<file path="src/rtl/wb_stream_writer.sv">
// wb_stream_writer: Wishbone classic master that writes a valid/ready word stream to sequential addresses.
// Define WB_STREAM_WRITER_ERR_EN to add wb_err_i termination and the status_err flag.
module wb_stream_writer #(
    parameter int DATA_WIDTH   = 32,
    parameter int ADDR_WIDTH   = 32,
    parameter int SELECT_WIDTH = DATA_WIDTH / 8,
    parameter int LEN_WIDTH    = 16
) (
    input  logic                    clk,
    input  logic                    rst,
    input  logic [ADDR_WIDTH-1:0]   cmd_addr,
    input  logic [LEN_WIDTH-1:0]    cmd_len,
    input  logic                    cmd_valid,
    output logic                    cmd_ready,
    input  logic [DATA_WIDTH-1:0]   s_tdata,
    input  logic                    s_tvalid,
    output logic                    s_tready,
    output logic [ADDR_WIDTH-1:0]   wb_adr_o,
    output logic [DATA_WIDTH-1:0]   wb_dat_o,
    output logic                    wb_we_o,
    output logic [SELECT_WIDTH-1:0] wb_sel_o,
    output logic                    wb_stb_o,
    output logic                    wb_cyc_o,
    input  logic                    wb_ack_i,
`ifdef WB_STREAM_WRITER_ERR_EN
    input  logic                    wb_err_i,
    output logic                    status_err,
`endif
    output logic                    busy,
    output logic                    done,
    output logic [LEN_WIDTH-1:0]    words_done
);

    typedef enum logic [1:0] {IDLE, FETCH, WRITE, DONE} state_t;

    localparam logic [ADDR_WIDTH-1:0] STEP = ADDR_WIDTH'(SELECT_WIDTH);
    localparam logic [LEN_WIDTH-1:0]  ONE  = LEN_WIDTH'(1);

    state_t               state, state_n;
    logic [LEN_WIDTH-1:0] len_q;
    logic                 accept, take, ok, fail;

    assign accept = (state == IDLE) && cmd_valid;
    assign take   = (state == FETCH) && s_tvalid;

    // An error wins over a simultaneous ack: the beat is treated as not written.
`ifdef WB_STREAM_WRITER_ERR_EN
    assign fail = (state == WRITE) && wb_err_i;
`else
    assign fail = 1'b0;
`endif
    assign ok = (state == WRITE) && wb_ack_i && !fail;

    assign cmd_ready = state == IDLE;
    assign s_tready  = state == FETCH;
    assign wb_cyc_o  = state == WRITE;
    assign wb_stb_o  = state == WRITE;
    assign wb_we_o   = state == WRITE;
    assign wb_sel_o  = (state == WRITE) ? '1 : '0;
    assign busy      = state != IDLE;
    assign done      = state == DONE;

    always_comb begin
        state_n = state;
        unique case (state)
            IDLE:  state_n = cmd_valid ? ((cmd_len == '0) ? DONE : FETCH) : IDLE;
            FETCH: state_n = s_tvalid ? WRITE : FETCH;
            WRITE: state_n = fail ? DONE : ok ? ((words_done + ONE == len_q) ? DONE : FETCH) : WRITE;
            DONE:  state_n = IDLE;
        endcase
    end

    always_ff @(posedge clk) begin
        if (rst) begin
            state      <= IDLE;
            wb_adr_o   <= '0;
            wb_dat_o   <= '0;
            words_done <= '0;
            len_q      <= '0;
        end else begin
            state <= state_n;
            if (accept) begin
                wb_adr_o   <= cmd_addr & ~(STEP - ONE[0 +: 1]);
                len_q      <= cmd_len;
                words_done <= '0;
            end
            if (take)
                wb_dat_o <= s_tdata;
            if (ok) begin
                words_done <= words_done + ONE;
                wb_adr_o   <= wb_adr_o + STEP;
            end
        end
    end

`ifdef WB_STREAM_WRITER_ERR_EN
    always_ff @(posedge clk) begin
        if (rst)
            status_err <= 1'b0;
        else if (accept)
            status_err <= 1'b0;
        else if (fail)
            status_err <= 1'b1;
    end
`endif

endmodule

</file>
<file path="config.mk">
export PLATFORM = sky130hd
export DESIGN_NAME = wb_stream_writer
export DESIGN_NICKNAME = d
export VERILOG_FILES = /design/src/rtl/wb_stream_writer.sv
export SDC_FILE = /design/constraint.sdc
export NUM_CORES = 1
export LEC_CHECK = 0
export CAP_MARGIN = 10
export CORE_MARGIN = 10
export CORE_UTILIZATION = 45
export CTS_CLUSTER_DIAMETER = 30
export CTS_CLUSTER_SIZE = 28
export DETAILED_ROUTE_END_ITERATION = 6
export HOLD_SLACK_MARGIN = 0.03
export PLACE_DENSITY = 0.81
export SLEW_MARGIN = 20
export SYNTH_ARGS = -nofsm -noshare
export SYNTH_HDL_FRONTEND = slang
export SYNTH_SLANG_ARGS = --single-unit
</file>
<file path="constraint.sdc">
create_clock -name clk -period 2.3 [get_ports clk]
set_clock_uncertainty 0.1 [all_clocks]
set_input_delay 0.46 -clock clk [delete_from_list [all_inputs] [get_ports clk]]
set_output_delay 0.46 -clock clk [all_outputs]
set_load 0.05 [all_outputs]
</file>
==> key figures, run 1 <==
Synth
  • Async S/R FF share, synth: 0
  • Xor/xnor share of the synthesized area: 0.0398
  • Count leader, synth: nand2_1
  • Synth area leaders: dfxtp_1 40%, nand2_1 11%, a21oi_1 8.6%
  • Top-area cell type share of the netlist area: 0.397
  • Ys Warns: 0
  • Mux contribution to synthesized area: 0.0114
  • EDFF count, synth: 0
  • Post-Syn Instances: 636
  • Area share of and/or/nand/nor cells after synthesis: 0.284
  • Synth unique cells: 63
  • #FFs+latches synth: 96
  • Syn Area/Cell: 7.61 um^2
  • Ys flop type: dfxtp_1
  • Post-synthesis compound-gate area fraction: 0.206
  • Seq/Total Area, Yosys: 0.397
  • Dominant cell type by area after synthesis: dfxtp_1
  • Commonest cells in the netlist: 136 x nand2_1, 96 x dfxtp_1, 83 x a21oi_1
  • Adder-cell area share of the yosys netlist: 0.00517
  • Post-Syn Area: 4840 um^2
  • Main combinational cell family by area after synthesis: simple AND/OR/NAND/NOR gates

STA
  • Slew HR: 0.609
  • Final Max Slew Viols: 0
  • Endpoints failing setup: 0
  • Fin crit share: 0.983
  • Final Hold Fails: 0
  • Setup TNS: 0 ns
  • WHS: 0.359 ns
  • Tmin final: 2.26 ns
  • Max Fclk: 442 MHz
  • Worst slew pin tran: 0.582 ns
  • Final worst slack: 0.0381 ns
  • RSZ-0062 raised after global routing: true

Drt
  • Post-route DRC violation count: 0
  • Drt total wl: 16.8 mm
  • DRT antenna net count: 0
  • Vias per Instance: 5.77
  • Vias post-DR: 5,487
  • Per-cell routed wire length: 17.7 um
  • Initial DRC Count: 606
  • TritonRoute pass-1 iters: 5

Global route
  • Initial antenna violation count: 1
  • Largest net degree at the start of global routing: 99
  • First-pass GRT wire length: 26.4 mm
  • Total gr overflow: 0
  • GRT Util Overall: 0.211
  • Vias in the first global route: 5,372

Setup path
  • Crit Path Category: reg2out
  • CP max stage cell: clkdlybuf4s50_1
  • Worst setup EP type: output port
  • Worst path cell trace: buf_4, clkdlybuf4s50_1
  • Critical Path Source Type: register
  • Critical Path AT: 1.70 ns
  • Critical path's largest stage delay: 0.81 ns
  • CP required: 1.74 ns
  • Worst-path fanout max: 5

Floorplan
  • Die X: 124 um
  • Core area: 10,400 um^2
  • Rows: 37
  • DIE HEIGHT: 124 um
  • Num ports: 176
  • Die area: 15,300 um^2
  • Initial Util: 0.464

Clocking
  • Clock root buffer: clkbuf_8
  • CTS HTree Levels: 3
  • Clock latency on the worst-skew pair: 0.37 ns
  • Num CTS Buffers: 9
  • Clock sinks: 96
  • Max Root-Sink Buffers: 2
  • Cts hold-fix bufs: 0
  • CTS tree: yes
  • Post-CTS Setup Repair Bufs: 0
  • Clk slew on worst S/H paths: 0.09 ns

Final layout
  • Non-filler cells, final: 951
  • # diodes: 0
  • Share of cells above drive strength 1: 0.134
  • # nets final: 897
  • Area Overhead vs Synth: 48.4%
  • Core Util, Final: 0.689
  • Post-route cell area: 7180 um^2

Placed design
  • GP Congestion: 0.973
  • Placed inst area: 6920 um^2
  • Dpl hpwl: 12.6 mm
  • Placed cells: 935
  • Pre-CTS setup slack: -0.300 ns
  • # port buffers: 171

Flow run
  • Max_cap viols: 0

Status
  • Run status: completed

Power and ir drop
  • Static leakage: 2.65 nW
  • Peak VDD IR: 372 uV
  • Power per cell area: 570 nW/um^2
  • Power Total: 4.09 mW

Min path
  • Hold Path Class: reg2reg
## path summary, 6_finish.rpt
path              slack (ns)            end     startpoint  cells past startpoint
hold / removal          0.36   wb_dat_o[20]   wb_dat_o[20]                      2
setup reg to reg        0.17       state[1]  words_done[3]                      5
hold reg to reg         0.36   wb_dat_o[20]   wb_dat_o[20]                      2
setup / recovery        0.04  words_done[6]  words_done[6]                      2
## worst max-delay path: cells and delay by family (launching register included)
family | cells | cell delay (ns)
flops | 1 | 0.37
buf+inv | 2 | 0.96
## routing by layer
metal / vias to the layer above / GRT usage / routed length (um)
met1: 2563 / 0.245 / 6420
met3: 33 / 0.0783 / 2000
met5: - / 0 / 9
met2: 287 / 0.350 / 8050
met4: 2 / 0.0764 / 359
li1: 2602 / - / -
## flip-flops by register name (all words and copies together) (netlist names)
register    count
wb_adr_o       30
len_q          16
state           2
wb_dat_o       32
words_done     16
## cell usage in the layout (no fill, tap or decap), types with 4 or more instances in the layout
cell and n:
a21oi_1 83, a311oi_1 7, a211oi_1 8, nor2_1 42, and2_1 4, clkbuf_8 10
inv_1 7, nand2_1 136, nand3_1 22, xnor2_1 12, dfxtp_1 90, o21ai_0 25
buf_12 10, buf_4 54, and3_1 4, dfxtp_2 6, a31oi_1 13, nor4_1 15
mux2_2 4, or3_1 6, nor3_1 9, clkdlybuf4s50_1 146, xor2_1 10, nand4_1 11
## where the power goes
| part | leakage, nW | internal [mW] | switching, mW |
|---|---|---|---|
| Clock | 0.113 | 0.649 | 0.623 |
| Sequential | 0.786 | 1.75 | 0.0929 |
| Combinational | 1.75 | 0.402 | 0.575 |
## layout make-up
cell class,count,area (um^2)
multi-input combinational,480,2690
inverter,7,26.3
fill,842,3240
clock inverter,6,90.1
timing repair buffer,216,2130
tap,136,170
clock buffer,10,138
sequential,96,1930
## what timing repair did
item	CTS	global route
gates resized for setup	3	10
pin swaps	0	1
endpoints found under the setup margin	3	6
## kinds of logic (layout without fill, tap and decap cells)
| logic type | count (synthesis) | in the layout |
|---|---|---|
| AO/OA/AOI/OAI | 165 | 165 |
| buffers and inverters | 61 | 239 |
| AND/OR/NAND/NOR | 284 | 284 |
| adder cells (fa/ha/maj) | 2 | 2 |
| other | 1 | 2 |
| XOR/XNOR | 22 | 22 |
| multiplexers | 5 | 5 |
| flip-flops | 96 | 96 |
Power figures use the tool's default switching activity.
==> run 2, diff against run 1 <==
- CTS_BUF_LIST: not set -> sky130_fd_sc_hd__clkbuf_8 sky130_fd_sc_hd__clkbuf_16
==> results of run 2 <==
Same layout as run 1: the final DEF is identical, and so are final timing and power.
==> run 3, diff against run 2 <==
- REMOVE_ABC_BUFFERS: not set -> 1
==> run 3 against run 2 <==
  * Sequential share of layout area increased by 0.17 points
  * Core utilization decreased by 0.65 points
  * Setup slack lost 0.0032 ns
  * Cell count did not move
  * Count of clock-buffer cells in the layout fell by 1
==> key figures, run 3 (synthesis gave the netlist of run 1 again) <==
Status
  • Run status: completed

Final layout
  • FILL cells: 835 (-0.83%)
  • Commonest non-fill, non-tap cell in the layout: clkdlybuf4s50_1
  • Area occupied by multi-input gates: 2690 um^2 (-0.23%)
  • # nets final: 897 (unchanged)
  • Area Overhead vs Synth: 47.0%
  • Max FFs per register: 32 (unchanged)
  • Share of cells above drive strength 1: 0.126 (-0.00736)
  • Core Util, Final: 0.683 (-0.00649)
  • Storage element area: 1920 um^2 (-0.32%)
  • Top Registers: wb_dat_o (32), wb_adr_o (30)
  • # diodes: 0 (unchanged)
  • Commonest non-fill, non-tap cells in the layout: 145 x clkdlybuf4s50_1, 136 x nand2_1, 95 x dfxtp_1
  • Post-route cell area: 7110 um^2 (-0.94%)
  • Top reg by flops: wb_dat_o

Drt
  • Per-cell routed wire length: 17.6 um (-0.69%)
  • Initial DRC Count: 348 (-43%)
  • Post-route DRC violation count: 0 (unchanged)
  • TritonRoute pass-1 iters: 5 (unchanged)
  • Drt total wl: 16.7 mm (-0.69%)
  • Vias per Instance: 5.66 (-1.8%)
  • Vias post-DR: 5,386 (-1.8%)
  • DRT antenna net count: 0 (unchanged)

Power and ir drop
  • Static leakage: 2.64 nW (-0.33%)
  • Power per cell area: 553 nW/um^2 (-2.9%)
  • Peak VDD IR: 356 uV (-4.3%)
  • Power Total: 3.94 mW (-3.8%)

Clocking
  • Clk slew on worst S/H paths: 0.10 ns (about the same)
  • CTS HTree Levels: 3 (unchanged)
  • Clock root buffer: clkbuf_8
  • Cts hold-fix bufs: 0 (unchanged)
  • Clock latency on the worst-skew pair: 0.37 ns (about the same)
  • Clock sinks: 96 (unchanged)
  • CTS tree: yes
  • Post-CTS Setup Repair Bufs: 0 (unchanged)
  • Num CTS Buffers: 9 (unchanged)
  • PostCTS Resize Cnt: 1 (-2)
  • Max Root-Sink Buffers: 2 (unchanged)

Floorplan
  • Die X: 124 um (unchanged)
  • Initial Util: 0.464 (unchanged)
  • Num ports: 176 (unchanged)
  • Rows: 37 (unchanged)
  • Core area: 10,400 um^2 (unchanged)
  • Die area: 15,300 um^2 (unchanged)
  • DIE HEIGHT: 124 um (unchanged)

STA
  • Final Max Slew Viols: 0 (unchanged)
  • Slew HR: 0.303 (-0.306)
  • Final Hold Fails: 0 (unchanged)
  • Endpoints failing setup: 0 (unchanged)
  • RSZ-0062 raised after global routing: false
  • Fin crit share: 0.985 (+0.00141)
  • Max Fclk: 441 MHz (-0.14%)
  • Tmin final: 2.27 ns (+0.00323 ns)
  • Worst slew pin tran: 1.04 ns (+0.463 ns)

Min path
  • Hold path depth: 2 (unchanged)
  • Hold Path Class: reg2reg
  • Hold_sp: wb_dat_o[27]
  • Worst Hold Endpoint: wb_dat_o[27]

Placed design
  • Dpl hpwl: 12.5 mm (-0.72%)
  • Placed inst area: 6870 um^2 (-0.63%)
  • GP Congestion: 0.892 (-8.3%)
  • # port buffers: 171 (unchanged)

Global route
  • Initial antenna violation count: 0 (-1)
  • GRT busiest layer: met2
  • Largest net degree at the start of global routing: 99 (unchanged)
  • Global routing usage on met2: 0.367 (+0.0169)
  • GRT Util Overall: 0.207 (-0.00397)
  • Met3 usage: 0.0471 (-0.0312)
  • Total gr overflow: 0 (unchanged)
  • M1 GR Usage: 0.246 (+0.00129)
  • First-pass GRT wire length: 26.1 mm (-1.4%)
  • Vias in the first global route: 5,174 (-3.7%)

Setup path
  • Buf/Inv on CP: 1 (-1)
  • Crit Path Category: reg2out
  • Reg2reg start: words_done[0]
  • CP required: 1.74 ns (about the same)
  • Worst setup EP type: output port
  • Critical Path AT: 1.71 ns (about the same)
  • R2r setup slk: 0.21 ns (+0.04 ns)
  • Cell family with most CP delay: buffers and inverters
  • Critical Path Source Type: register
  • Worst path cell trace: clkdlybuf4s50_1
  • Worst-path fanout max: 7 (+2)
  • FF-to-FF path depth: 6 (+1)
  • CP max stage cell: clkdlybuf4s50_1
  • R2r endpoint: state[1]
  • Critical path's largest stage delay: 0.87 ns (+0.06 ns)

Flow run
  • Max_cap viols: 0 (unchanged)
run 3: changes by cell type in the layout (fill, tap and decap cells not counted), sizes merged:
cell,change
buf,+1
bufinv,-1
clkbuf,-1
clkdlybuf4s50,-1
dlygate4sd2,-2
dlymetal6s2s,+2
inv,+2
run 3: layer usage:
layer,share of wire,up-vias
met1,0.39,2536
li1,-,2602
met3,0.076,25
met5,0,-
met2,0.52,223
met4,0.018,0
run 3: per-stage QoR:
stage	instances	hold slack [ns]	setup slack, ns	TNS, ns
2_1_floorplan	583	0.342	-0.763	-23.79
3_3_place_gp	935	0.340	-0.173	-1.71
3_5_place_dp	935	0.346	-0.205	-2.62
4_1_cts	951	0.362	0.0107	0
5_1_grt	951	0.379	0.00165	0
6_report	951	0.360	0.0349	0
run 3: final cells by class:
| cell class | count | area share |
|---|---|---|
| multi-input combinational | 480 | 0.378 |
| timing repair buffer | 216 | 0.296 |
| sequential | 96 | 0.270 |
| tap | 136 | 0.0239 |
| clock buffer | 9 | 0.0174 |
| clock inverter | 7 | 0.0100 |
| inverter | 7 | 0.00370 |
run 3: worst max-delay path by stage:
stage                        start        endpoint  depth (start not counted)
floorplan                 state[0]        wb_cyc_o                          2
global placement          wb_ack_i    wb_adr_o[30]                          6
detailed placement        wb_ack_i    wb_adr_o[15]                          6
CTS                   wb_adr_o[14]    wb_adr_o[14]                          1
global route          wb_adr_o[15]    wb_adr_o[15]                          1
finish              words_done[12]  words_done[12]                          1
run 3: power by group:
part           total [mW]  internal [mW]  leakage, nW  switching [mW]
sequential           1.84           1.75        0.784          0.0884
clock                1.13          0.506        0.103           0.620
combinational       0.973          0.399         1.75           0.574
total                3.94           2.65         2.64            1.28
run 3: tightest hold or removal path: stages (launching register included):
cell	delay [ns]
dfxtp_1	0.32
nand2_1	0.05
a21oi_1	0.05
